## config.mk

```make
export PLATFORM = sky130hd
export DESIGN_NAME = mem_port_arbiter
export DESIGN_NICKNAME = d
export VERILOG_FILES = /design/src/rtl/mem_arb_pkg.sv /design/src/rtl/mem_lat_counter.sv /design/src/rtl/mem_port_arbiter.sv
export SDC_FILE = /design/constraint.sdc
export NUM_CORES = 1
export LEC_CHECK = 0
export CAP_MARGIN = 15
export CORE_ASPECT_RATIO = 1.25
export CORE_MARGIN = 8
export CORE_UTILIZATION = 41
export DETAILED_ROUTE_END_ITERATION = 8
export PLACE_DENSITY = 0.82
export SYNTH_ARGS = -nofsm -noshare
export SYNTH_HDL_FRONTEND = slang
export SYNTH_SLANG_ARGS = --single-unit
```

## constraint.sdc

```tcl
create_clock -name clk -period 2.1 [get_ports clk]
set_clock_uncertainty 0.1 [all_clocks]
set_input_delay 0.63 -clock clk [delete_from_list [all_inputs] [get_ports clk]]
set_output_delay 0.63 -clock clk [all_outputs]
set_load 0.01 [all_outputs]
```

## src/rtl/mem_arb_pkg.sv

```systemverilog
// ============================================================================
// Module   : mem_arb_pkg
// Brief    : Shared types and limits for the instruction/data memory arbiter.
// Revision : 1.0 - initial release
// ============================================================================
`default_nettype none

package mem_arb_pkg;

  typedef enum logic [1:0] {
    IDLE  = 2'd0,
    ISSUE = 2'd1,
    WAIT  = 2'd2,
    RESP  = 2'd3
  } arb_state_e;

  typedef enum logic {
    OWN_IF = 1'b0,
    OWN_DM = 1'b1
  } owner_e;

  localparam int MEM_LAT_MAX = 15;

endpackage

`default_nettype wire

```

## src/rtl/mem_lat_counter.sv

```systemverilog
// ============================================================================
// Module   : mem_lat_counter
// Brief    : 4-bit loadable down-counter with a zero flag (read latency wait).
// Revision : 1.0 - initial release
// ============================================================================
`default_nettype none

module mem_lat_counter (
  input  logic       clk,
  input  logic       reset,
  input  logic       load,
  input  logic [3:0] load_val,
  input  logic       dec,
  output logic       zero
);

  logic [3:0] r_count;

  always_ff @(posedge clk) begin
    if (reset) begin
      r_count <= 4'd0;
    end else if (load) begin
      r_count <= load_val;
    end else if (dec && (r_count != 4'd0)) begin
      r_count <= r_count - 4'd1;
    end
  end

  assign zero = (r_count == 4'd0);

endmodule

`default_nettype wire

```

## src/rtl/mem_port_arbiter.sv

```systemverilog
// ============================================================================
// Module   : mem_port_arbiter
// Brief    : Shares one fixed-latency memory between fetch and MEM stage.
//            Define ARB_FAIR_EN for round-robin tie breaking (default: data
//            beats fetch).
// Revision : 1.0 - initial release
// ============================================================================
`default_nettype none

module mem_port_arbiter
  import mem_arb_pkg::*;
#(
  parameter int ADDR_W  = 9,
  parameter int DATA_W  = 32,
  parameter int MEM_LAT = 1
) (
  input  logic              clk,
  input  logic              reset,
  input  logic              halt,
  input  logic              if_req,
  input  logic [ADDR_W-1:0] if_addr,
  output logic              if_done,
  output logic [DATA_W-1:0] if_rdata,
  output logic              if_stall,
  input  logic              dm_req,
  input  logic              dm_we,
  input  logic [ADDR_W-1:0] dm_addr,
  input  logic [DATA_W-1:0] dm_wdata,
  output logic              dm_done,
  output logic [DATA_W-1:0] dm_rdata,
  output logic              dm_stall,
  output logic              mem_rd,
  output logic              mem_wr,
  output logic [ADDR_W-1:0] mem_addr,
  output logic [DATA_W-1:0] mem_wdata,
  input  logic [DATA_W-1:0] mem_rdata
);

  localparam int         c_lat_clamp = (MEM_LAT > MEM_LAT_MAX) ? MEM_LAT_MAX :
                                       ((MEM_LAT < 1) ? 1 : MEM_LAT);
  localparam logic [3:0] c_lat_load  = 4'(c_lat_clamp - 1);

  arb_state_e r_state;
  arb_state_e w_next;
  owner_e     r_owner;
  logic       r_we;
  logic       w_if_elig;
  logic       w_dm_elig;
  logic       w_grant;
  logic       w_grant_dm;
  logic       w_cnt_load;
  logic       w_cnt_dec;
  logic       w_cnt_zero;

  assign w_if_elig = if_req & ~halt;
  assign w_dm_elig = dm_req;
  assign w_grant   = (r_state == IDLE) & (w_if_elig | w_dm_elig);

`ifdef ARB_FAIR_EN
  // Remembers who won the previous grant; resets to fetch so data takes the first tie.
  logic r_last_dm;

  always_ff @(posedge clk) begin
    if (reset) begin
      r_last_dm <= 1'b0;
    end else if (w_grant) begin
      r_last_dm <= w_grant_dm;
    end
  end

  assign w_grant_dm = w_dm_elig & (~w_if_elig | ~r_last_dm);
`else
  assign w_grant_dm = w_dm_elig;
`endif

  always_comb begin
    w_next     = r_state;
    w_cnt_load = 1'b0;
    w_cnt_dec  = 1'b0;
    unique case (r_state)
      IDLE:  if (w_if_elig | w_dm_elig) w_next = ISSUE;
      ISSUE: begin
        w_cnt_load = 1'b1;
        w_next     = r_we ? RESP : WAIT;
      end
      // Reads dwell here MEM_LAT cycles so capture lands on the data-valid cycle.
      WAIT: begin
        w_cnt_dec = 1'b1;
        if (w_cnt_zero) w_next = RESP;
      end
      RESP:  w_next = IDLE;
      default: w_next = IDLE;
    endcase
  end

  mem_lat_counter u_lat_cnt (
    .clk      (clk),
    .reset    (reset),
    .load     (w_cnt_load),
    .load_val (c_lat_load),
    .dec      (w_cnt_dec),
    .zero     (w_cnt_zero)
  );

  always_ff @(posedge clk) begin
    if (reset) begin
      r_state   <= IDLE;
      r_owner   <= OWN_IF;
      r_we      <= 1'b0;
      mem_rd    <= 1'b0;
      mem_wr    <= 1'b0;
      mem_addr  <= '0;
      mem_wdata <= '0;
      if_rdata  <= '0;
      dm_rdata  <= '0;
    end else begin
      r_state <= w_next;
      mem_rd  <= 1'b0;
      mem_wr  <= 1'b0;
      // Strobes are set on the grant edge so they are high exactly during ISSUE.
      if (w_grant) begin
        r_owner <= w_grant_dm ? OWN_DM : OWN_IF;
        r_we    <= w_grant_dm & dm_we;
        mem_rd  <= ~(w_grant_dm & dm_we);
        mem_wr  <= w_grant_dm & dm_we;
        if (w_grant_dm) begin
          mem_addr  <= dm_addr;
          mem_wdata <= dm_wdata;
        end else begin
          mem_addr  <= if_addr;
        end
      end
      if ((r_state == WAIT) && w_cnt_zero) begin
        if (r_owner == OWN_DM) dm_rdata <= mem_rdata;
        else                   if_rdata <= mem_rdata;
      end
    end
  end

  assign if_done  = (r_state == RESP) & (r_owner == OWN_IF);
  assign dm_done  = (r_state == RESP) & (r_owner == OWN_DM);
  assign if_stall = if_req & ~if_done;
  assign dm_stall = dm_req & ~dm_done;

endmodule

`default_nettype wire
```

==> results of run 1 <==
stage by stage:
stage | area, um^2 | setup slack, ps | hold slack, ps | power [mW] | utilization [%]
6_report | 7020 | 57.3 | 352 | 8.12 | 69.5
5_1_grt | 7020 | -16.4 | 370 | 8.55 | 69.5
4_1_cts | 7030 | 5.25 | 353 | 8.20 | 69.5
3_5_place_dp | 6390 | -479 | 346 | 5.08 | 63.2
3_3_place_gp | 6390 | -446 | 341 | 5.00 | 63.2
2_1_floorplan | 4270 | 336 | 337 | 3.90 | -
routing by layer:
layer,vias up,routed length [um],global-route usage (%)
met5,-,0,0
met4,0,481,11.0
met3,36,1150,7.94
met2,171,7100,35.0
met1,1949,4920,18.4
li1,2085,-,-
cells in the mapped netlist, types with 4 or more instances:
library cell | number | area (um^2)
buf_2 | 13 | 65.1
clkbuf_1 | 16 | 60.1
nor3_1 | 4 | 20.0
nor2_1 | 14 | 52.6
a21oi_1 | 99 | 495
a211oi_1 | 10 | 75.1
mux2i_1 | 10 | 100
dfxtp_1 | 115 | 2300
and2_1 | 4 | 25.0
buf_4 | 4 | 30.0
inv_1 | 6 | 22.5
ha_1 | 6 | 75.1
nand2_1 | 196 | 736
nand3_1 | 4 | 20.0
area by class of cell:
cell class                 count  share of cell area [%]
clock buffer                  22                    6.61
clock inverter                10                    2.55
inverter                       6                   0.321
timing repair buffer         211                    30.4
tap                          129                    2.30
sequential                   115                    32.8
multi-input combinational    362                    25.1
power groups by stage:
stage | logic (mW) | clock network [mW] | registers, mW
3_3_place_gp | 2.27 | 0 | 2.74
6_report | 2.31 | 3.09 | 2.72
2_1_floorplan | 1.00 | 0 | 2.90
3_5_place_dp | 2.32 | 0 | 2.75
4_1_cts | 2.34 | 3.14 | 2.72
5_1_grt | 2.54 | 3.25 | 2.76
sequential cells by signal, summed over array words and instances, names as in the netlist:
register           flops
r_state                2
mem_addr               9
r_we                   1
r_owner                1
mem_wdata             32
dm_rdata              32
mem_rd                 1
if_rdata              32
mem_wr                 1
u_lat_cnt.r_count      4
final timing paths:
check | startpoint | slack (ps) | depth (start not counted) | endpoint
hold / removal | if_rdata[21]$_SDFFE_PP0P_ | 350 | 2 | if_rdata[21]$_SDFFE_PP0P_
setup / recovery | dm_rdata[20]$_SDFFE_PP0P_ | 60 | 1 | dm_rdata[20]
setup reg to reg | r_state[0]$_SDFFE_PP0P_ | 150 | 8 | if_rdata[2]$_SDFFE_PP0P_
hold reg to reg | if_rdata[21]$_SDFFE_PP0P_ | 350 | 2 | if_rdata[21]$_SDFFE_PP0P_
kinds of logic (layout without fill, tap and decap cells):
family,Yosys count,after routing,share of synthesized area (%)
AOI/OAI and AO/OA,114,114,15.0
adders and majority gates,6,6,1.76
buffers and inverters,43,249,5.04
DFF,115,115,53.9
muxes,10,10,2.34
xor gates and xnor gates,3,3,0.615
and+or+nand+nor,229,229,21.4
==> results.md, run 1 <==
- Status: completed
- CP delay by family, top: buffers and inverters
- CTS Hold Buffers Added: 0
- Number of I/O pins: 199
- Clk root buf: clkbuf_16
- Buf/Inv on CP: 1
- Number of synthesized flops with an enable pin: 0
- Final wirelength: 13.6 mm
- Final Wtd Congestion: between 0.7 and 0.8
- Grt total ovfl: 0
- Slowest cell on the critical path: clkdlybuf4s50_1
- Worst VDD drop: 638 uV
- Unrepaired setup endpoints after global routing: yes
- Post-Layout Cell Count: 855
- Fill cell count: 787
- DR iter-0 viols: 129
- Most frequent cells in the layout: nand2_1, clkdlybuf4s50_1, dfxtp_1
- Clock sink count: 115
- Reg area: 0.00230 mm^2
- Initial antenna violation count: 0
- Via-per-instance ratio: 4.96
- Internal power: 5.86 mW
- Vias: between 4000 and 5000
- Cts bufs inserted: 17
- Synth unique cells: 29
- FMAX: ~0.49 GHz
- Final period utilization: 97.3%
- Final setup violation count: 0
- First-pass DRT Iterations: 4
- CP Class: reg2out
- Wire length per cell: 16.0 um
- Transition time of the tightest slew-check pin: 388 ps
- Flop pwr share: 33.5%
- CP Cell Sequence: clkdlybuf4s50_1
- Req. time, crit path: around 1400 ps
- Setup repair bufs after CTS: 0
- Final-stage net count: 807
- Synth async-reset ratio: 0%
- Die area: 0.0140 mm^2
- Mapped Area: 0.00427 mm^2
- Setup TNS: 0 ps
- Core area: 0.0101 mm^2
- DRC Markers: 0
- Clock slew at reported path FFs: around 50 ps
- PwrDens: 1160 mW/mm^2
- Slew HR: roughly 74%
- Most used flip-flop cell after synthesis: dfxtp_1
- CP max FO: 2
- Combinational fraction of design power: 28.4%
- Yosys reg bits: around 120
- HP Class: reg2reg
- Sw frac: roughly 28%
- Cells after Synth: 520
- Synth Warn #: 0
- Die Width: 107 um
- Power share of the clock group: between 30% and 40%
- Sw Pwr: 2.27 mW
- Detail Route Antenna Nets: 0
- Clock latency on the worst-skew pair: 400 ps
- Placed Cells: 823
- Mean Syn Cell Area: 8.21 um^2
- Final hold vios: 0
- Synthesized Nets: just over 600
- Clock Path Buffers: 2
- Worst Setup End Kind: primary output
- Most common cell after layout, fill and taps aside: nand2_1
- Crit-path max cell delay: 560 ps
- Critical Path Start Type: flop
- Largest net degree at the start of global routing: 61
- Area grow syn2layout: 64.5%
- Arrival @ worst endpoint: 1310 ps
- ANT cells: 0
- Total GRT Usage: 19.5%
- Starting Density: a little over two fifths
- Post-synthesis sequential area ratio: between 50% and 60%
- Number of global-route vias before repair: ~4500
- Leakage: 2.58 nW
- H-Tree Depth: 4
- Slew Viols, Final: 0
- Share of cells above drive strength 1: 7.99%
- Die height: 130 um
- First-pass GRT wire length: approximately 22 mm
- Num rows: 41
- Final HPWL DP: roughly 9.9 mm
- Cts repair resizes: 15
- Multi-input gate area: 0.00176 mm^2
- CTS tree: yes
- Maxcap violations: 0
- Minimum clock period: 2040 ps
- Port Buffer Count: between 150 and 200
Note: power is estimated with default switching activity, not from simulation.
==> run 2, diff against run 1 <==
Settings changed: CORE_UTILIZATION 41 to 42, CTS_BUF_LIST set to sky130_fd_sc_hd__clkbuf_8, CTS_CLUSTER_DIAMETER set to 100, PLACE_DENSITY 0.82 to 0.84.
==> run 2 against run 1 <==
  * Global-route usage fell by 0.75 points
  * Worst setup slack got worse by 7.0 ps
  * First-iteration DRC count rose by 14%
  * Sequential cell count did not move
  * Register-to-register slack improved by 40 ps
  * Largest cell class unchanged
  * Via count barely moved
==> results.md, run 2 (synthesis results as in run 1) <==
- CTS Hold Buffers Added: 0
- Crit-path max cell delay: 570 ps
- FMAX: 0.488 GHz
- Setup TNS: 0 ps
- Wire length per cell: 15.7 um
- Slew HR: around three quarters
- Worst VDD drop: approximately 570 uV
- ANT cells: 0
- Post-layout worst setup margin: 50.3 ps
- Final setup violation count: 0
- Worst Setup End Kind: primary output
- CP delay by family, top: buffers and inverters
- Biggest regs: dm_rdata: 32 flops, if_rdata: 32 flops, mem_wdata: 32 flops
- Min-delay src: mem_wdata[15]$_SDFFE_PP0P_
- Maxcap violations: 0
- Slowest cell on the critical path: clkdlybuf4s50_1
- Final Wtd Congestion: 0.814
- Arrival @ worst endpoint: 1320 ps
- CP max FO: 2
- Final hold vios: 0
- Reg-to-reg endpoint: if_rdata[30]$_SDFFE_PP0P_
- Share of cells above drive strength 1: 7.70%
- First-pass DRT Iterations: 4
- Worst slack, placed: -446 ps
- Req. time, crit path: 1370 ps
- Reg-to-reg slack, setup: 190 ps
- Area grow syn2layout: 59.1%
- HP Class: reg2reg
- Most frequent cells in the layout: nand2_1, clkdlybuf4s50_1, dfxtp_1
- First-pass GRT wire length: 20.4 mm
- PwrDens: between 900 and 1000 mW/mm^2
- Final HPWL DP: 10.2 mm
- Final-stage net count: 809
- Most common cell after layout, fill and taps aside: nand2_1
- Placed Cells: 824
- Clock sink count: around 120
- Largest net degree at the start of global routing: 65
- Total GRT Usage: 18.8%
- Fill cell count: between 700 and 800
- Unrepaired setup endpoints after global routing: yes
- Via-per-instance ratio: slightly below 5
- FF-to-FF path depth: 8
- Die Width: roughly 110 um
- Num rows: 41
- Hold Path Sink: mem_wdata[15]$_SDFFE_PP0P_
- DR iter-0 viols: 147
- Critical Path Start Type: flop
- Final period utilization: 97.6%
- Core area: 0.0100 mm^2
- Clock Path Buffers: 2
- Number of global-route vias before repair: 4288
- Die height: ~130 um
- Critical Path Stages: 1
- Die area: 0.0137 mm^2
- Detail Route Antenna Nets: 0
- Port Buffer Count: 198
- Slew Viols, Final: 0
- Crit path from: if_rdata[22]$_SDFFE_PP0P_
- Grt total ovfl: 0
- Initial antenna violation count: 0
- Final wirelength: 13.4 mm
- Transition time of the tightest slew-check pin: 364 ps
- CP Cell Sequence: clkdlybuf4s50_1
- Number of I/O pins: 199
- Minimum clock period: 2050 ps
- Starting Density: 42.7%
- Leakage: 2.77 nW
- Cts bufs inserted: 17
- Cells on Worst Hold Path: 2
- CTS tree: yes
- Post-Layout Cell Count: 856
- Clk root buf: clkbuf_8
- Vias: 4244
- DRC Markers: 0
- Clock latency on the worst-skew pair: 410 ps
- Status: completed
- Buf/Inv on CP: 1
- Clock slew at reported path FFs: 60 ps
- H-Tree Depth: 4
- Reg-to-reg startpoint: r_state[0]$_SDFFE_PP0P_
- CP Class: reg2out
[run 2: changes by cell type in the layout (fill, tap and decap cells not counted), sizes merged]
| cell | delta |
|---|---|
| dlymetal6s2s | +18 |
| clkbuf | -5 |
| clkdlybuf4s50 | -18 |
| inv | +6 |
| clkdlybuf4s15 | +2 |
| bufinv | -4 |
| buf | +2 |
[run 2: worst max-delay path by stage]
stage / endpoint / slack (ps)
finish: if_rdata[22] / 50
floorplan: dm_stall / 340
CTS: dm_stall / 5
global route: if_stall / -10
global placement: dm_stall / -450
detailed placement: dm_stall / -450
[run 2: timing repair]
action / in CTS / in global routing
cloned: 0 / 0
pin swaps: 1 / 1
setup buffers: 1 / 0
setup endpoints to repair: 4 / 24
gates resized for setup: 19 / 22
[run 2: report_power, final]
group	internal [mW]	switching, mW
Clock	0.952	0.801
Combinational	1.15	1.15
Sequential	2.53	0.191
[run 2: final cells by class]
type / instances / area (um^2) / area share (%)
Tap cell: 129 / 161 / 2.38
Timing Repair Buffer: 213 / 2200 / 32.3
Clock inverter: 12 / 77.6 / 1.14
Multi-Input combinational cell: 362 / 1770 / 26.1
Inverter: 6 / 22.5 / 0.331
Clock buffer: 19 / 262 / 3.85
Sequential cell: 115 / 2300 / 33.9
[run 2: metal layers]
layer | global-route usage, % | wire length, um | up-vias
met5 | 0 | 0 | -
met4 | 13.4 | 699 | 0
met3 | 5.80 | 887 | 42
met2 | 34.9 | 7120 | 155
met1 | 16.9 | 4740 | 1965
li1 | - | - | 2082
[run 2: metrics by stage]
| step | cell area (um^2) | hold slack (ps) | power [mW] | utilization [%] |
|---|---|---|---|---|
| after floorplan | 4270 | 337 | 3.90 | - |
| after global placement | 6390 | 341 | 4.99 | 63.8 |
| after detailed placement | 6390 | 345 | 5.08 | 63.8 |
| after CTS | 6730 | 355 | 6.84 | 67.3 |
| after global routing | 6800 | 369 | 7.16 | 67.9 |
| final | 6800 | 353 | 6.78 | 67.9 |
==> run 3, diff against run 2 <==
Settings changed: CELL_PAD_IN_SITES_DETAIL_PLACEMENT set to 0, CELL_PAD_IN_SITES_GLOBAL_PLACEMENT set to 1, CORE_UTILIZATION 42 to 30, PLACE_DENSITY 0.84 to 0.85.
==> run 3 against run 2 <==
  * Final area rose by 4.1%
  * Critical path depth did not move
  * Global-route usage fell by 3.9 points
  * Routed wire length rose by 2.2%
  * Sequential cell count did not move
  * Sequential share of layout area fell by 1.3 points
  * Critical endpoint is now mem_addr[1]
  * Largest cell class is now non-clock buffers
==> results.md, run 3 (synthesis results as in run 1) <==
- Status: completed
- Final setup violation count: 0
- Core area: approximately 0.014 mm^2
- Clock slew at reported path FFs: around 70 ps
- Vias: 4130
- Minimum clock period: approximately 2000 ps
- Clock sink count: 115
- HP Class: reg2reg
- Reg-to-reg slack, setup: 170 ps
- Leakage: ~3.5 nW
- CTS tree: yes
- Final period utilization: 97.6%
- Initial antenna violation count: 0
- DRC Markers: 0
- Die Width: about 120 um
- Grt total ovfl: 0
- CTS Hold Buffers Added: 0
- Req. time, crit path: between 1000 and 1500 ps
- Area grow syn2layout: 65.7%
- Total GRT Usage: about 15%
- ANT cells: 0
- Cts bufs inserted: 17
- Placed Area: 0.00649 mm^2
- Worst VDD drop: 544 uV
- Final HPWL DP: ~10 mm
- Wire length per cell: approximately 15 um
- CP Class: reg2out
- DR iter-0 viols: 190
- Starting Density: 30.8%
- Clock latency on the worst-skew pair: roughly 420 ps
- Slew HR: 76.0%
- Transition time of the tightest slew-check pin: 359 ps
- Final hold vios: 0
- Design Area, Final: 0.00708 mm^2
- Clk root buf: clkbuf_8
- PwrDens: 1030 mW/mm^2
- Arrival @ worst endpoint: 1320 ps
- Biggest regs: dm_rdata: 32 flops, if_rdata: 32 flops, mem_wdata: 32 flops
- CP delay by family, top: buffers and inverters
- Number of global-route vias before repair: ~4300
- Final Wtd Congestion: 0.787
- Via-per-instance ratio: roughly 4.6
- CP max FO: 2
- Die height: 149 um
- Number of I/O pins: 199
- CP Cell Sequence: clkdlybuf4s50_1
- Final wirelength: 13.7 mm
- Most common cell after layout, fill and taps aside: nand2_1
- Share of cells above drive strength 1: 8.79%
- FMAX: about 0.49 GHz
- Clock Path Buffers: 2
- Final-stage net count: 809
- Maxcap violations: 0
- Unrepaired setup endpoints after global routing: no
- Num rows: 48
- Port Buffer Count: 198
- Design Power: 7.27 mW
- First-pass DRT Iterations: 5
- Slowest cell on the critical path: clkdlybuf4s50_1
- Setup repair bufs after CTS: 0
- Critical Path Start Type: flop
- Worst Setup End Kind: primary output
- Slew Viols, Final: 0
- Crit-path max cell delay: 550 ps
- Most frequent cells in the layout: nand2_1, clkdlybuf4s50_1, dfxtp_1
- First-pass GRT wire length: 21.4 mm
- Largest net degree at the start of global routing: 45
- Die area: 0.0183 mm^2
- Buf/Inv on CP: 1
- H-Tree Depth: 4
- Detail Route Antenna Nets: 0
## run 3: stage by stage
step	worst slack, ps	utilization (%)	std cells	setup TNS [ps]	hold slack [ps]
3_3_place_gp	-461	46.8	871	-881	341
5_1_grt	0.337	51.0	903	0	369
4_1_cts	2.03	49.8	903	0	356
3_5_place_dp	-455	46.8	871	-1390	346
6_report	50.1	51.0	903	0	353
2_1_floorplan	336	-	520	0	337
## run 3: timing repair
action,in CTS,in global routing
setup endpoints to repair,12,60
pin swaps,0,1
hold endpoints to repair,0,0
resized for setup,29,64
cloned,0,0
## run 3: worst paths after layout
| path | startpoint | to | cells after the start |
|---|---|---|---|
| worst max-delay path | mem_addr[1]$_SDFFE_PP0P_ | mem_addr[1] | 1 |
| worst min-delay path | dm_rdata[31]$_SDFFE_PP0P_ | dm_rdata[31]$_SDFFE_PP0P_ | 2 |
| worst max register to register | r_state[0]$_SDFFE_PP0P_ | dm_rdata[10]$_SDFFE_PP0P_ | 8 |
| worst min register to register | dm_rdata[31]$_SDFFE_PP0P_ | dm_rdata[31]$_SDFFE_PP0P_ | 2 |
## run 3: power breakdown
part | internal (mW) | switching (mW)
clock network | 1.35 | 0.912
logic | 1.13 | 1.15
registers | 2.53 | 0.185
## run 3: metal layers
metal | routed length, um | vias up | GRT usage, %
met5 | 0 | - | 0
met4 | 354 | 0 | 7.39
met3 | 1250 | 25 | 5.53
met2 | 6870 | 170 | 25.4
met1 | 5260 | 1847 | 15.6
li1 | - | 2088 | -
## run 3: area by class of cell
type	instances	area (um^2)
fillers	1331	6800
clock inverters	13	183
flip-flops and latches	115	2300
clock buffers	19	262
inverters	6	22.5
well taps	175	219
repair buffers	213	2310
multi-input cells	362	1780
